File: src/rtl/vga_sync_gen.sv
// ---------------------------------------------------------------------------
// vga_sync_gen -- free-running VGA raster timing generator.
//
// Produces the hcount/vcount/de raster consumed by the pixel pattern
// generator, plus hsync/vsync for the connector. A run/stop FSM
// (IDLE / RUN / DRAIN) starts the raster on enable and, when enable is
// dropped, finishes the current frame before stopping. Frame/line markers
// (sof, eol) and a wrapping completed-frame counter are also provided.
//
// Ports:
//   clk_pix    in   1  pixel clock
//   resetn     in   1  synchronous active-low reset
//   enable     in   1  run request (level-sensitive)
//   hcount     out 10  horizontal position, 0..H_TOTAL-1
//   vcount     out 10  vertical position, 0..V_TOTAL-1
//   de         out  1  active video
//   hsync      out  1  horizontal sync, asserted level HSYNC_POL
//   vsync      out  1  vertical sync, asserted level VSYNC_POL
//   sof        out  1  one-clock pulse at pixel (0,0)
//   eol        out  1  one-clock pulse at last visible pixel of a visible line
//   frame_cnt  out 16  completed-frame counter, wraps
//   busy       out  1  high while the raster is running
//
// Build option:
//   VGA_SYNC_PIPE_ALIGN_EN -- when defined, de/hsync/vsync/sof/eol pass
//   through one extra register stage so they line up with the registered
//   RGB output of the pattern generator. When undefined they are coincident
//   with hcount/vcount.
// ---------------------------------------------------------------------------
module vga_sync_gen #(
  parameter int H_ACTIVE  = 640,
  parameter int H_FP      = 16,
  parameter int H_SYNC    = 96,
  parameter int H_BP      = 48,
  parameter int V_ACTIVE  = 480,
  parameter int V_FP      = 10,
  parameter int V_SYNC    = 2,
  parameter int V_BP      = 33,
  parameter bit HSYNC_POL = 1'b0,
  parameter bit VSYNC_POL = 1'b0
) (
  input  logic        clk_pix,
  input  logic        resetn,
  input  logic        enable,
  output logic [9:0]  hcount,
  output logic [9:0]  vcount,
  output logic        de,
  output logic        hsync,
  output logic        vsync,
  output logic        sof,
  output logic        eol,
  output logic [15:0] frame_cnt,
  output logic        busy
);

  localparam int H_TOTAL = H_ACTIVE + H_FP + H_SYNC + H_BP;
  localparam int V_TOTAL = V_ACTIVE + V_FP + V_SYNC + V_BP;

  localparam logic [9:0] H_LAST   = 10'(H_TOTAL - 1);
  localparam logic [9:0] V_LAST   = 10'(V_TOTAL - 1);
  localparam logic [9:0] H_ACT    = 10'(H_ACTIVE);
  localparam logic [9:0] V_ACT    = 10'(V_ACTIVE);
  localparam logic [9:0] H_EOL    = 10'(H_ACTIVE - 1);
  localparam logic [9:0] HS_FIRST = 10'(H_ACTIVE + H_FP);
  localparam logic [9:0] HS_LAST  = 10'(H_ACTIVE + H_FP + H_SYNC - 1);
  localparam logic [9:0] VS_FIRST = 10'(V_ACTIVE + V_FP);
  localparam logic [9:0] VS_LAST  = 10'(V_ACTIVE + V_FP + V_SYNC - 1);

  typedef enum logic [1:0] {
    ST_IDLE  = 2'd0,
    ST_RUN   = 2'd1,
    ST_DRAIN = 2'd2
  } state_e;

  state_e      state_q, state_d;
  logic [9:0]  hcount_q, hcount_d;
  logic [9:0]  vcount_q, vcount_d;
  logic [15:0] frame_cnt_q, frame_cnt_d;
  logic        de_q, de_d;
  logic        hsync_q, hsync_d;
  logic        vsync_q, vsync_d;
  logic        sof_q, sof_d;
  logic        eol_q, eol_d;
  logic        busy_q, busy_d;

  logic        frame_end_s;
  logic        active_s;
  logic        h_vis_s;
  logic        v_vis_s;

  assign frame_end_s = (hcount_q == H_LAST) && (vcount_q == V_LAST);

  // FSM state register.
  always_ff @(posedge clk_pix) begin
    if (!resetn) begin
      state_q <= ST_IDLE;
    end else begin
      state_q <= state_d;
    end
  end

  // FSM next state: DRAIN only leaves for IDLE on the last pixel of a frame,
  // so a dropped enable never truncates the raster.
  always_comb begin
    state_d = state_q;
    case (state_q)
      ST_IDLE: begin
        if (enable) state_d = ST_RUN;
        else        state_d = ST_IDLE;
      end
      ST_RUN: begin
        if (!enable) state_d = ST_DRAIN;
        else         state_d = ST_RUN;
      end
      ST_DRAIN: begin
        if (enable)           state_d = ST_RUN;
        else if (frame_end_s) state_d = ST_IDLE;
        else                  state_d = ST_DRAIN;
      end
      default: state_d = ST_IDLE;
    endcase
  end

  // FSM outputs: next counter values and markers decoded from them, so the
  // registered markers line up with the registered counters.
  always_comb begin
    hcount_d    = hcount_q;
    vcount_d    = vcount_q;
    frame_cnt_d = frame_cnt_q;
    if (state_q == ST_IDLE) begin
      // Held at the origin; the first RUN cycle therefore shows (0,0).
      hcount_d = 10'd0;
      vcount_d = 10'd0;
    end else if (hcount_q == H_LAST) begin
      hcount_d = 10'd0;
      if (vcount_q == V_LAST) begin
        vcount_d    = 10'd0;
        frame_cnt_d = frame_cnt_q + 16'd1;
      end else begin
        vcount_d = vcount_q + 10'd1;
      end
    end else begin
      hcount_d = hcount_q + 10'd1;
    end

    active_s = (state_d != ST_IDLE);
    h_vis_s  = (hcount_d < H_ACT);
    v_vis_s  = (vcount_d < V_ACT);

    busy_d = active_s;
    de_d   = active_s && h_vis_s && v_vis_s;
    eol_d  = active_s && v_vis_s && (hcount_d == H_EOL);
    sof_d  = active_s && (hcount_d == 10'd0) && (vcount_d == 10'd0);

    if (active_s && (hcount_d >= HS_FIRST) && (hcount_d <= HS_LAST)) begin
      hsync_d = HSYNC_POL;
    end else begin
      hsync_d = ~HSYNC_POL;
    end

    if (active_s && (vcount_d >= VS_FIRST) && (vcount_d <= VS_LAST)) begin
      vsync_d = VSYNC_POL;
    end else begin
      vsync_d = ~VSYNC_POL;
    end
  end

  // Counter and marker registers.
  always_ff @(posedge clk_pix) begin
    if (!resetn) begin
      hcount_q    <= 10'd0;
      vcount_q    <= 10'd0;
      frame_cnt_q <= 16'd0;
      busy_q      <= 1'b0;
      de_q        <= 1'b0;
      eol_q       <= 1'b0;
      sof_q       <= 1'b0;
      hsync_q     <= ~HSYNC_POL;
      vsync_q     <= ~VSYNC_POL;
    end else begin
      hcount_q    <= hcount_d;
      vcount_q    <= vcount_d;
      frame_cnt_q <= frame_cnt_d;
      busy_q      <= busy_d;
      de_q        <= de_d;
      eol_q       <= eol_d;
      sof_q       <= sof_d;
      hsync_q     <= hsync_d;
      vsync_q     <= vsync_d;
    end
  end

  assign hcount    = hcount_q;
  assign vcount    = vcount_q;
  assign frame_cnt = frame_cnt_q;
  assign busy      = busy_q;

`ifdef VGA_SYNC_PIPE_ALIGN_EN
  logic de_p_q, hsync_p_q, vsync_p_q, sof_p_q, eol_p_q;

  // Extra delay stage so video markers match the pattern generator's RGB register.
  always_ff @(posedge clk_pix) begin
    if (!resetn) begin
      de_p_q    <= 1'b0;
      eol_p_q   <= 1'b0;
      sof_p_q   <= 1'b0;
      hsync_p_q <= ~HSYNC_POL;
      vsync_p_q <= ~VSYNC_POL;
    end else begin
      de_p_q    <= de_q;
      eol_p_q   <= eol_q;
      sof_p_q   <= sof_q;
      hsync_p_q <= hsync_q;
      vsync_p_q <= vsync_q;
    end
  end

  assign de    = de_p_q;
  assign hsync = hsync_p_q;
  assign vsync = vsync_p_q;
  assign sof   = sof_p_q;
  assign eol   = eol_p_q;
`else
  assign de    = de_q;
  assign hsync = hsync_q;
  assign vsync = vsync_q;
  assign sof   = sof_q;
  assign eol   = eol_q;
`endif

endmodule

File: config.mk
export PLATFORM = sky130hd
export DESIGN_NAME = vga_sync_gen
export DESIGN_NICKNAME = d
export VERILOG_FILES = /design/src/rtl/vga_sync_gen.sv
export SDC_FILE = /design/constraint.sdc
export NUM_CORES = 1
export LEC_CHECK = 0
export ABC_AREA = 1
export CELL_PAD_IN_SITES_DETAIL_PLACEMENT = 1
export CELL_PAD_IN_SITES_GLOBAL_PLACEMENT = 2
export CORE_AREA = 3 3 100 102
export CTS_CLUSTER_SIZE = 24
export DETAILED_ROUTE_END_ITERATION = 7
export DIE_AREA = 0 0 103 105
export MAX_ROUTING_LAYER = met4
export PLACE_DENSITY_LB_ADDON = 0.08
export SYNTH_ARGS = -nofsm -noshare
export SYNTH_HDL_FRONTEND = slang
export SYNTH_SLANG_ARGS = --single-unit
File: constraint.sdc
create_clock -name clk_pix -period 2.1 [get_ports clk_pix]
set_input_delay 0.525 -clock clk_pix [delete_from_list [all_inputs] [get_ports clk_pix]]
set_output_delay 0.525 -clock clk_pix [all_outputs]
set_load 0.005 [all_outputs]
==> results.json <==
{
  "status": "complete, no violations",
  "path_cells": "clkdlybuf4s50_1",
  "pin_count": 45,
  "reg2regPathDepth": 11,
  "yosys_warnings": 0,
  "startpoint_type": "flip-flop",
  "port_buffers": 44,
  "synth_xor_area_frac": 0.02039,
  "tightest_slew_ps": 509.4,
  "reg2reg_to": "frame_cnt[11]$_SDFFE_PN0P_",
  "endpoint": "vcount[4]",
  "drcViolationCount": 0,
  "htreeDepth": 2,
  "dpl_cell_area_um2": 3283,
  "fin_area_um2": 3461,
  "place_inst": 565,
  "viasPerCell": 4.680,
  "grt_pass1_wl_um": 14150,
  "routedWlPerCell_um": 14.76,
  "cellLeakagePower_nw": 1.595,
  "syn_nets": 402,
  "drt.antenna.violating_nets": 0,
  "synth_mux_area_frac": 0,
  "synth_area_leader_cell": "dfxtp_1",
  "clk_latency_ps": 300,
  "cp_max_fo": 8,
  "synth_area_leaders": "dfxtp_1 34%, nand2_1 13%, nor2_1 11%",
  "ctsHoldBuffers": 0,
  "track_usage": 0.1703,
  "slew_headroom": 0.6600,
  "maxCapViolations": 0,
  "initial_utilization": 0.2803,
  "die_h_um": 105,
  "r2r-start": "hcount[0]$_SDFF_PN0_",
  "drt_iter0_drc": 68,
  "syn2layout_area_growth_pct": 34.27,
  "synth_cell_type_count": 33,
  "via_count": 2710,
  "cts_buffer_depth": 2,
  "hp-class": "flip-flop to flip-flop",
  "die_w_um": 103,
  "n_antenna_cell": 0,
  "period_needed_ps": 1944,
  "fmax_mhz": 514.3,
  "final_layout_size_suffix_gt1_frac": 0.1538,
  "final_util": 0.3763,
  "std_cell_rows": 35,
  "totalWireLength_um": 8548,
  "clock_sinks": 44,
  "ys_ff_latch": 44,
  "hpwlAfterDp_um": 6856,
  "rsz0062_at_grt": "false",
  "path_buf_inv": 1,
  "gp_congestion": 0.7949,
  "cpMaxStageDelayCell": "clkdlybuf4s50_1",
  "setup.worst_path.class": "flip-flop to output port",
  "rrSetupSlack_ps": 160,
  "clk_pin_slew_ps": 90,
  "syn_inst": 395,
  "cp-end-kind": "output port",
  "cts_made_buffers": 5,
  "synth-simple-area-share": 0.4558,
  "yosysSeqAreaShare": 0.3417,
  "grt_pass1_vias": 2727,
  "synth_area_um2": 2577,
  "final_nets": 474,
  "clock-root-buffer": "clkbuf_8",
  "path_depth": 1,
  "setup_viol": 0,
  "grt_max_degree": 18,
  "core_um2": 9196,
  "period_share": 0.9258,
  "grt_antenna_before_repair": 0,
  "synth-compound-area-share": 0.06650,
  "first_pass_iters": 4,
  "cpPeakStageDelay_ps": 580,
  "fin_tns_setup_ps": 0,
  "cp.arrival_ps": 1420,
  "synth_top_area_share": 0.3417,
  "critPathLaunch": "vcount[4]$_SDFF_PN0_",
  "grt-ovfl-total": 0,
  "slew_viol_final": 0,
  "irDropWorstVdd_v": 0.0002321,
  "synth_fa_ha_area_frac": 0.01942,
  "hold_viol_final": 0,
  "p_per_area_nw_per_um2": 439.5,
  "layout.cells.non_filler": 579,
  "cpLargestDelayFamily": "buffers and inverters",
  "cts_tree": "done",
  "hold_ws_ps": 475.7,
  "skew_ps": 6.074,
  "syn_avg_cell_area_um2": 6.525,
  "die_area_um2": 10820,
  "synth_top_family_by_area": "simple AND/OR/NAND/NOR gates",
  "cp.required_ps": 1570
}
==> cell type report <==
type                       count  area (µm²)
timing repair buffer          71       659.4
sequential                    44       887.1
clock buffer                   6       82.58
inverter                      57       216.5
clock inverter                 2       10.01
tap                          111       138.9
fill                        1187        5736
multi-input combinational    288        1466
==> stage by stage <==
step	power [W]	setup slack, ps
6_report	0.001521	155.8
3_5_place_dp	0.0009585	116.1
4_1_cts	0.001548	102.1
3_3_place_gp	0.0009583	120.2
5_1_grt	0.001593	7.079
2_1_floorplan	0.0009106	385.9
==> state kept, by name (all words and copies together), names as in the netlist <==
| signal | flops |
|---|---|
| vsync | 1 |
| sof | 1 |
| vcount | 10 |
| hsync | 1 |
| busy | 1 |
| hcount | 10 |
| frame_cnt | 16 |
| eol | 1 |
| de | 1 |
| state_q | 2 |
==> metal layers <==
layer  GRT usage  share of wire  routed length, µm
met1      0.2307           0.49               4205
met2      0.2690           0.48               4070
met3     0.02403          0.022                187
met4     0.03608          0.010                 86
met5           -              0                  0
==> worst min-delay path by stage <==
stage	cells past startpoint	slack, ps	end	from
2_1_floorplan	2	450	frame_cnt[10]$_SDFFE_PN0P_	frame_cnt[10]$_SDFFE_PN0P_
3_3_place_gp	2	450	frame_cnt[10]$_SDFFE_PN0P_	frame_cnt[10]$_SDFFE_PN0P_
3_5_place_dp	2	470	frame_cnt[10]$_SDFFE_PN0P_	frame_cnt[10]$_SDFFE_PN0P_
4_1_cts	2	490	frame_cnt[10]$_SDFFE_PN0P_	frame_cnt[10]$_SDFFE_PN0P_
5_1_grt	2	520	frame_cnt[10]$_SDFFE_PN0P_	frame_cnt[10]$_SDFFE_PN0P_
6_report	2	480	frame_cnt[10]$_SDFFE_PN0P_	frame_cnt[10]$_SDFFE_PN0P_
==> worst register-to-register path: stages (launching register included) <==
cell     delay [ps]
dfxtp_1         370
ha_2            220
nand2_4          90
nor2_8          120
inv_4            50
nor2_8          150
nand3_4         150
buf_6           170
nor3_4          270
nand3_1         140
nand2_1          80
nor2_1           40
==> cells in the mapped netlist (all sizes together) <==
library cell	count
or2	2
o21a	2
nor3b	1
o21bai	2
buf	2
ha	4
o21ai	13
xnor2	1
nor2	82
inv	57
nand3	36
dfxtp	44
a31oi	1
nor4	1
clkbuf	4
nand4	15
nand2	96
xor2	5
a21oi	14
nor3	13
==> report_power, final <==
part | internal, W | switching [W] | total [W]
Clock | 0.000264 | 0.000320 | 0.000584
Sequential | 0.000841 | 0.00000446 | 0.000846
Combinational | 0.0000354 | 0.0000564 | 0.0000917
==> kinds of logic after synthesis <==
group | after synthesis
flip-flops | 44
AO/OA/AOI/OAI | 32
AND/OR/NAND/NOR | 246
adder cells (fa/ha/maj) | 4
buffers and inverters | 63
XOR/XNOR | 6
==> what timing repair did <==
action | in CTS | in global routing
resized for setup | 0 | 14
buffers inserted | 0 | 6
setup endpoints to repair | 0 | 6
==> cells in the final DEF, fill, tap and decap left out, types with 6 or more instances in the layout <==
master           instances
inv_1                   49
nor3_1                  11
nand3_1                 31
clkdlybuf4s50_1         44
nor2_1                  75
dfxtp_1                 39
inv_2                    7
buf_4                   25
o21ai_0                 10
clkbuf_8                 6
nand2_1                 89
nand4_1                 14
a21oi_1                 14
Note: power is estimated with default switching activity, not from simulation.
